## config.mk

```make
export PLATFORM = sky130hd
export DESIGN_NAME = id_ex_pipeline_reg
export DESIGN_NICKNAME = d
export VERILOG_FILES = /design/src/rtl/mips_pkg.sv /design/src/rtl/pipe_field_reg.sv /design/src/rtl/id_ex_pipeline_reg.sv
export SDC_FILE = /design/constraint.sdc
export NUM_CORES = 1
export LEC_CHECK = 0
export ABC_CLOCK_PERIOD_IN_PS = 1800
export BUFFER_PORTS_ARGS = -buffer_cell sky130_fd_sc_hd__buf_4
export CAP_MARGIN = 10
export CORE_AREA = 2 2 146 148
export DETAILED_ROUTE_END_ITERATION = 8
export DIE_AREA = 0 0 148 150
export SLEW_MARGIN = 20
export SYNTH_ARGS = -nofsm -noshare
export SYNTH_HDL_FRONTEND = slang
export SYNTH_SLANG_ARGS = --single-unit
```

## constraint.sdc

```tcl
create_clock -name clk -period 1.8 [get_ports clk]
set_clock_uncertainty 0.2 [all_clocks]
set_input_delay 0.09 -clock clk [delete_from_list [all_inputs] [get_ports clk]]
set_output_delay 0.09 -clock clk [all_outputs]
set_load 0.02 [all_outputs]
```

## src/rtl/mips_pkg.sv

```systemverilog
// +-------------------------------------------------------------------------+
// | mips_pkg : datapath widths, ALU op classes and control-bundle layout    |
// | Rev 1.0                                                                 |
// +-------------------------------------------------------------------------+
`default_nettype none

package mips_pkg;

  localparam int DATA_W     = 32;
  localparam int REG_ADDR_W = 5;
  localparam int ALU_OP_W   = 2;

  typedef enum logic [ALU_OP_W-1:0] {
    ALU_ADD   = 2'b00,
    ALU_SUB   = 2'b01,
    ALU_RTYPE = 2'b10
  } alu_op_e;

  // Control bundle layout shared by ID/EX, EX/MEM and MEM/WB; alu_op sits in the low bits.
  localparam int CTRL_ALU_OP_LSB = 0;
  localparam int CTRL_REG_DST    = ALU_OP_W;
  localparam int CTRL_ALU_SRC    = ALU_OP_W + 1;
  localparam int CTRL_BRANCH     = ALU_OP_W + 2;
  localparam int CTRL_MEM_WRITE  = ALU_OP_W + 3;
  localparam int CTRL_MEM_READ   = ALU_OP_W + 4;
  localparam int CTRL_MEM_TO_REG = ALU_OP_W + 5;
  localparam int CTRL_REG_WRITE  = ALU_OP_W + 6;
  localparam int CTRL_W          = ALU_OP_W + 7;

endpackage

`default_nettype wire

```

## src/rtl/pipe_field_reg.sv

```systemverilog
// +-------------------------------------------------------------------------+
// | pipe_field_reg : W-bit pipeline field with sync reset, clear and enable |
// | Rev 1.0                                                                 |
// +-------------------------------------------------------------------------+
`default_nettype none

module pipe_field_reg #(
  parameter int W = 1
) (
  input  logic         clk,
  input  logic         reset,
  input  logic         clr,
  input  logic         en,
  input  logic [W-1:0] d,
  output logic [W-1:0] q
);

  logic [W-1:0] q_d;
  logic [W-1:0] q_q;

  // Clear beats enable so a flush lands a bubble even while stalled.
  always_comb begin
    q_d = q_q;
    if (clr) begin
      q_d = '0;
    end else if (en) begin
      q_d = d;
    end
  end

  always_ff @(posedge clk) begin
    if (reset) begin
      q_q <= '0;
    end else begin
      q_q <= q_d;
    end
  end

  assign q = q_q;

endmodule

`default_nettype wire

```

## src/rtl/id_ex_pipeline_reg.sv

```systemverilog
// +-------------------------------------------------------------------------+
// | id_ex_pipeline_reg : ID/EX register with stall, flush, bubble counter   |
// | Rev 1.0                                                                 |
// +-------------------------------------------------------------------------+
`default_nettype none

module id_ex_pipeline_reg #(
  parameter int DATA_W     = 32,
  parameter int REG_ADDR_W = 5,
  parameter int ALU_OP_W   = 2,
  parameter int CNT_W      = 16
) (
  input  logic                  clk,
  input  logic                  reset,
  input  logic                  stall,
  input  logic                  flush,
  input  logic                  id_valid,
  input  logic [DATA_W-1:0]     id_pc_plus4,
  input  logic [DATA_W-1:0]     id_rd_data1,
  input  logic [DATA_W-1:0]     id_rd_data2,
  input  logic [DATA_W-1:0]     id_imm_ext,
  input  logic [REG_ADDR_W-1:0] id_rs,
  input  logic [REG_ADDR_W-1:0] id_rt,
  input  logic [REG_ADDR_W-1:0] id_rd,
  input  logic                  id_reg_write,
  input  logic                  id_mem_to_reg,
  input  logic                  id_mem_read,
  input  logic                  id_mem_write,
  input  logic                  id_branch,
  input  logic                  id_alu_src,
  input  logic                  id_reg_dst,
  input  logic [ALU_OP_W-1:0]   id_alu_op,
  output logic                  ex_valid,
  output logic [DATA_W-1:0]     ex_pc_plus4,
  output logic [DATA_W-1:0]     ex_rd_data1,
  output logic [DATA_W-1:0]     ex_rd_data2,
  output logic [DATA_W-1:0]     ex_imm_ext,
  output logic [REG_ADDR_W-1:0] ex_rs,
  output logic [REG_ADDR_W-1:0] ex_rt,
  output logic [REG_ADDR_W-1:0] ex_rd,
  output logic                  ex_reg_write,
  output logic                  ex_mem_to_reg,
  output logic                  ex_mem_read,
  output logic                  ex_mem_write,
  output logic                  ex_branch,
  output logic                  ex_alu_src,
  output logic                  ex_reg_dst,
  output logic [ALU_OP_W-1:0]   ex_alu_op,
  output logic [CNT_W-1:0]      bubble_count
);

  import mips_pkg::*;

  localparam int DATA_GRP_W = 4 * DATA_W;
  localparam int SPEC_GRP_W = 3 * REG_ADDR_W;
  localparam int CTRL_GRP_W = CTRL_W + 1;

  logic                  w_load;
  logic [CTRL_W-1:0]     w_ctrl_in;
  logic [CTRL_W-1:0]     w_ctrl_out;
  logic [DATA_GRP_W-1:0] w_data_out;
  logic [SPEC_GRP_W-1:0] w_spec_out;
  logic [CNT_W-1:0]      bubble_count_d;
  logic [CNT_W-1:0]      bubble_count_q;

  assign w_load = ~stall;

  // An invalid decode slot still carries data, but must never cause side effects in EX.
  always_comb begin
    w_ctrl_in                                  = '0;
    w_ctrl_in[CTRL_REG_WRITE]                  = id_reg_write;
    w_ctrl_in[CTRL_MEM_TO_REG]                 = id_mem_to_reg;
    w_ctrl_in[CTRL_MEM_READ]                   = id_mem_read;
    w_ctrl_in[CTRL_MEM_WRITE]                  = id_mem_write;
    w_ctrl_in[CTRL_BRANCH]                     = id_branch;
    w_ctrl_in[CTRL_ALU_SRC]                    = id_alu_src;
    w_ctrl_in[CTRL_REG_DST]                    = id_reg_dst;
    w_ctrl_in[CTRL_ALU_OP_LSB +: ALU_OP_W]     = id_alu_op;
    if (!id_valid) begin
      w_ctrl_in = '0;
    end
  end

  pipe_field_reg #(.W(DATA_GRP_W)) u_data_reg (
    .clk   (clk),
    .reset (reset),
    .clr   (flush),
    .en    (w_load),
    .d     ({id_pc_plus4, id_rd_data1, id_rd_data2, id_imm_ext}),
    .q     (w_data_out)
  );

  pipe_field_reg #(.W(SPEC_GRP_W)) u_spec_reg (
    .clk   (clk),
    .reset (reset),
    .clr   (flush),
    .en    (w_load),
    .d     ({id_rs, id_rt, id_rd}),
    .q     (w_spec_out)
  );

  pipe_field_reg #(.W(CTRL_GRP_W)) u_ctrl_reg (
    .clk   (clk),
    .reset (reset),
    .clr   (flush),
    .en    (w_load),
    .d     ({id_valid, w_ctrl_in}),
    .q     ({ex_valid, w_ctrl_out})
  );

  assign {ex_pc_plus4, ex_rd_data1, ex_rd_data2, ex_imm_ext} = w_data_out;
  assign {ex_rs, ex_rt, ex_rd}                               = w_spec_out;

  assign ex_reg_write  = w_ctrl_out[CTRL_REG_WRITE];
  assign ex_mem_to_reg = w_ctrl_out[CTRL_MEM_TO_REG];
  assign ex_mem_read   = w_ctrl_out[CTRL_MEM_READ];
  assign ex_mem_write  = w_ctrl_out[CTRL_MEM_WRITE];
  assign ex_branch     = w_ctrl_out[CTRL_BRANCH];
  assign ex_alu_src    = w_ctrl_out[CTRL_ALU_SRC];
  assign ex_reg_dst    = w_ctrl_out[CTRL_REG_DST];
  assign ex_alu_op     = w_ctrl_out[CTRL_ALU_OP_LSB +: ALU_OP_W];

  // Saturating count of flushed edges; a stalled flush still counts.
  always_comb begin
    bubble_count_d = bubble_count_q;
    if (flush && (bubble_count_q != {CNT_W{1'b1}})) begin
      bubble_count_d = bubble_count_q + CNT_W'(1);
    end
  end

  always_ff @(posedge clk) begin
    if (reset) begin
      bubble_count_q <= '0;
    end else begin
      bubble_count_q <= bubble_count_d;
    end
  end

  assign bubble_count = bubble_count_q;

endmodule

`default_nettype wire
```

==> results.md <==
- Max cap viols: 0
- CTS HTree Levels: 4
- Fin nets: 1,268
- Global Route met2 Usage: around 31%
- Port buffer count: around 330
- Busiest grt layer: met2
- CTS tree: done
- Yosys Warn Count: 0
- Die H: 150 µm
- Hold crit path type: primary input to flop
- Worst vdd ir: a little under 600 µV
- Initial antenna violation count: 0
- Worst path cell trace: dlygate4sd3_1 > buf_4 > or2_4 > nor2_1 > dlygate4sd3_1
- ANT nets after route: 0
- DRC: 0
- Synth cell types: 30
- Final period util: a little over nine tenths
- GRT overflow: 0
- First-pass GRT wire length: 31,100 µm
- Register bit total from synthesis: ~170
- CP Launch Type: primary input
- CP max stage cell: dlygate4sd3_1
- Largest net degree at the start of global routing: 60
- M1 GR Usage: 19.8%
- CP arrival: between 1.5 and 2 ns
- Final hold violation count: 0
- CP Capture Type: flop
- Clock tree buffer depth: 2
- Final cell utilization of the core: between 50% and 60%
- Slew @ Worst Pin: around 0.4 ns
- Ports: roughly 330
- Crit Path Category: primary input to flop
- Detail Placement HPWL: about 13,000 µm
- Mapped Area: slightly above 6000 µm²
- Full die area: around 22,000 µm²
- Starting density of the core: 29.5%
- Crit path max fanout: 20
- Area contributors post-synth: dfxtp_1, mux2i_1, nor2_1
- Post-Route WL: a little over 20,000 µm
- Vias per cell: 4.38
- Post-synth top flop: dfxtp_1
- CTS clock-pin slew for the worst setup and hold paths: approximately 0.07 ns
- Setup TNS: 0 ns
- Root buf cell: clkbuf_16
- CP most frequent cell: dlygate4sd3_1
- Yosys top cell area share: between 50% and 60%
- Via count of the first global-routing pass: approximately 6.3k
- Synth async-reset ratio: 0%
- Vias: approximately 6.1k
- Syn Inst Count: between 500 and 600
- Met3 Usage GRT: ~5.9%
- Worst skew pair latency: 0.42 ns
- Num CTS Buffers: 17
- CP peak stage delay: between 0.5 and 0.6 ns
- Power Density: between 700 and 800 nW/µm²
- Area delta synth->final: 89.4%
- Cell Rows: 53
- Fraction of layout instances using a drive strength above 1: 36.8%
- Yosys top cell by area: dfxtp_1
- Initial DRT Pass Iterations: 4
- Tmin final: around 1.7 ns
- EDFF count, synth: 0
- Routed wire per std cell: roughly 14 µm
- Status: completed
- Net Count, Synth: 749
- Fmax: ~580 MHz
- Post-Syn Area per Cell: 10.3 µm²
- Top cells by count, synth: dfxtp_1, nor2_1, mux2i_1
- Worst slew margin: 73.1%
- Gpl congestion: roughly 0.74
- Pleak: around 0.0055 µW
- 1st-iter DRT viols: 171
- Width of the die: 148 µm
- Sink Count: ~170
- Final setup vio count: 0
- Sequential area share after synthesis: 55.4%
- Core box area: 20,700 µm²
- Total track usage: between 15 and 20%
- CP Data Required Time: slightly below 2 ns
- Inserted Diodes: 0
- Max Slew Vio Count: 0
- Most instantiated library cell after synthesis: dfxtp_1
## routing by layer
metal,vias to the layer above,routed length [µm]
met2,206,10300
met4,0,503
met5,-,0
met1,2813,7970
met3,35,1390
li1,3066,-
## kinds of logic after synthesis
family | share of synthesized area (%)
buf+inv | 2.50
flops | 55.4
fa+ha+maj | 0.205
compound gates | 3.52
mux | 24.1
simple gates | 14.3
## layout make-up
type                    instances  area [µm²]
fillers                      1761        9120
flip-flops and latches        169        3420
clock inverters                13         135
multi-input cells             382        2650
clock buffers                  19         433
repair buffers                537        4580
inverters                       3        11.3
well taps                     275         344
## repair_timing
item | 4_1_cts | 5_1_grt
setup buffers | 0 | 7
setup endpoints to repair | 0 | 8
hold buffers | 180 | 0
hold endpoints to repair | 168 | 0
gates resized for setup | 0 | 8
## report_power, final
part	switching [µW]	leakage, µW	internal [µW]	total [µW]
registers	66.8	0.00138	3840	3910
logic	574	0.00382	820	1390
clock network	1720	0.000276	1850	3570
total	2360	0.00548	6510	8870
## per-stage QoR
step                      worst slack (ns)  area (µm²)  cells  total power, µW  hold WS [ns]
after CTS                           0.0212       11500   1391             8970      0.000473
final                               0.0616       11600   1398             8870        0.0149
after global placement              0.0554        9110   1179             5040         0.117
after detailed placement            0.0420        9110   1179             5050         0.128
after floorplan                   -0.00536        6180    591             4490        0.0339
after global routing               -0.0450       11600   1398             9260        0.0105
## registers in the layout, summed over array words and instances, names as in the netlist
register / count
u_spec_reg.q: 15
u_data_reg.q: 128
bubble_count: 16
u_ctrl_reg.q: 10
## worst max-delay path, delay by kind of cell
family | cells | cell delay (ns)
AND/OR/NAND/NOR | 2 | 0.48
buffers and inverters | 3 | 1.32
## path summary, 6_finish.rpt
| check | from | to | slack, ns | cells after the start |
|---|---|---|---|---|
| hold reg to reg | u_data_reg.q[27] | u_data_reg.q[27] | 0.29 | 2 |
| setup reg to reg | bubble_count[0] | bubble_count[11] | 0.07 | 6 |
| hold / removal | stall | u_data_reg.q[92] | 0.01 | 3 |
| setup / recovery | reset | u_data_reg.q[15] | 0.06 | 5 |
## layout by cell type, fill, tap and decap left out, drive strengths merged
cell type,count
a211oi,2
nand2b,2
clkinvlp,1
mux2,2
dfxtp,169
and4,1
nor4,4
or2,1
ha,1
o31ai,6
inv,11
nor2,158
and4b,1
nor3,4
o21ai,4
dlygate4sd3,180
a22oi,9
or3,5
clkinv,4
nor2b,5
a31oi,2
nand2,3
nand4,6
a21oi,11
clkbuf,20
buf,356
nand3,5
mux2i,145
or4,5
(Power assumes the default switching activity.)
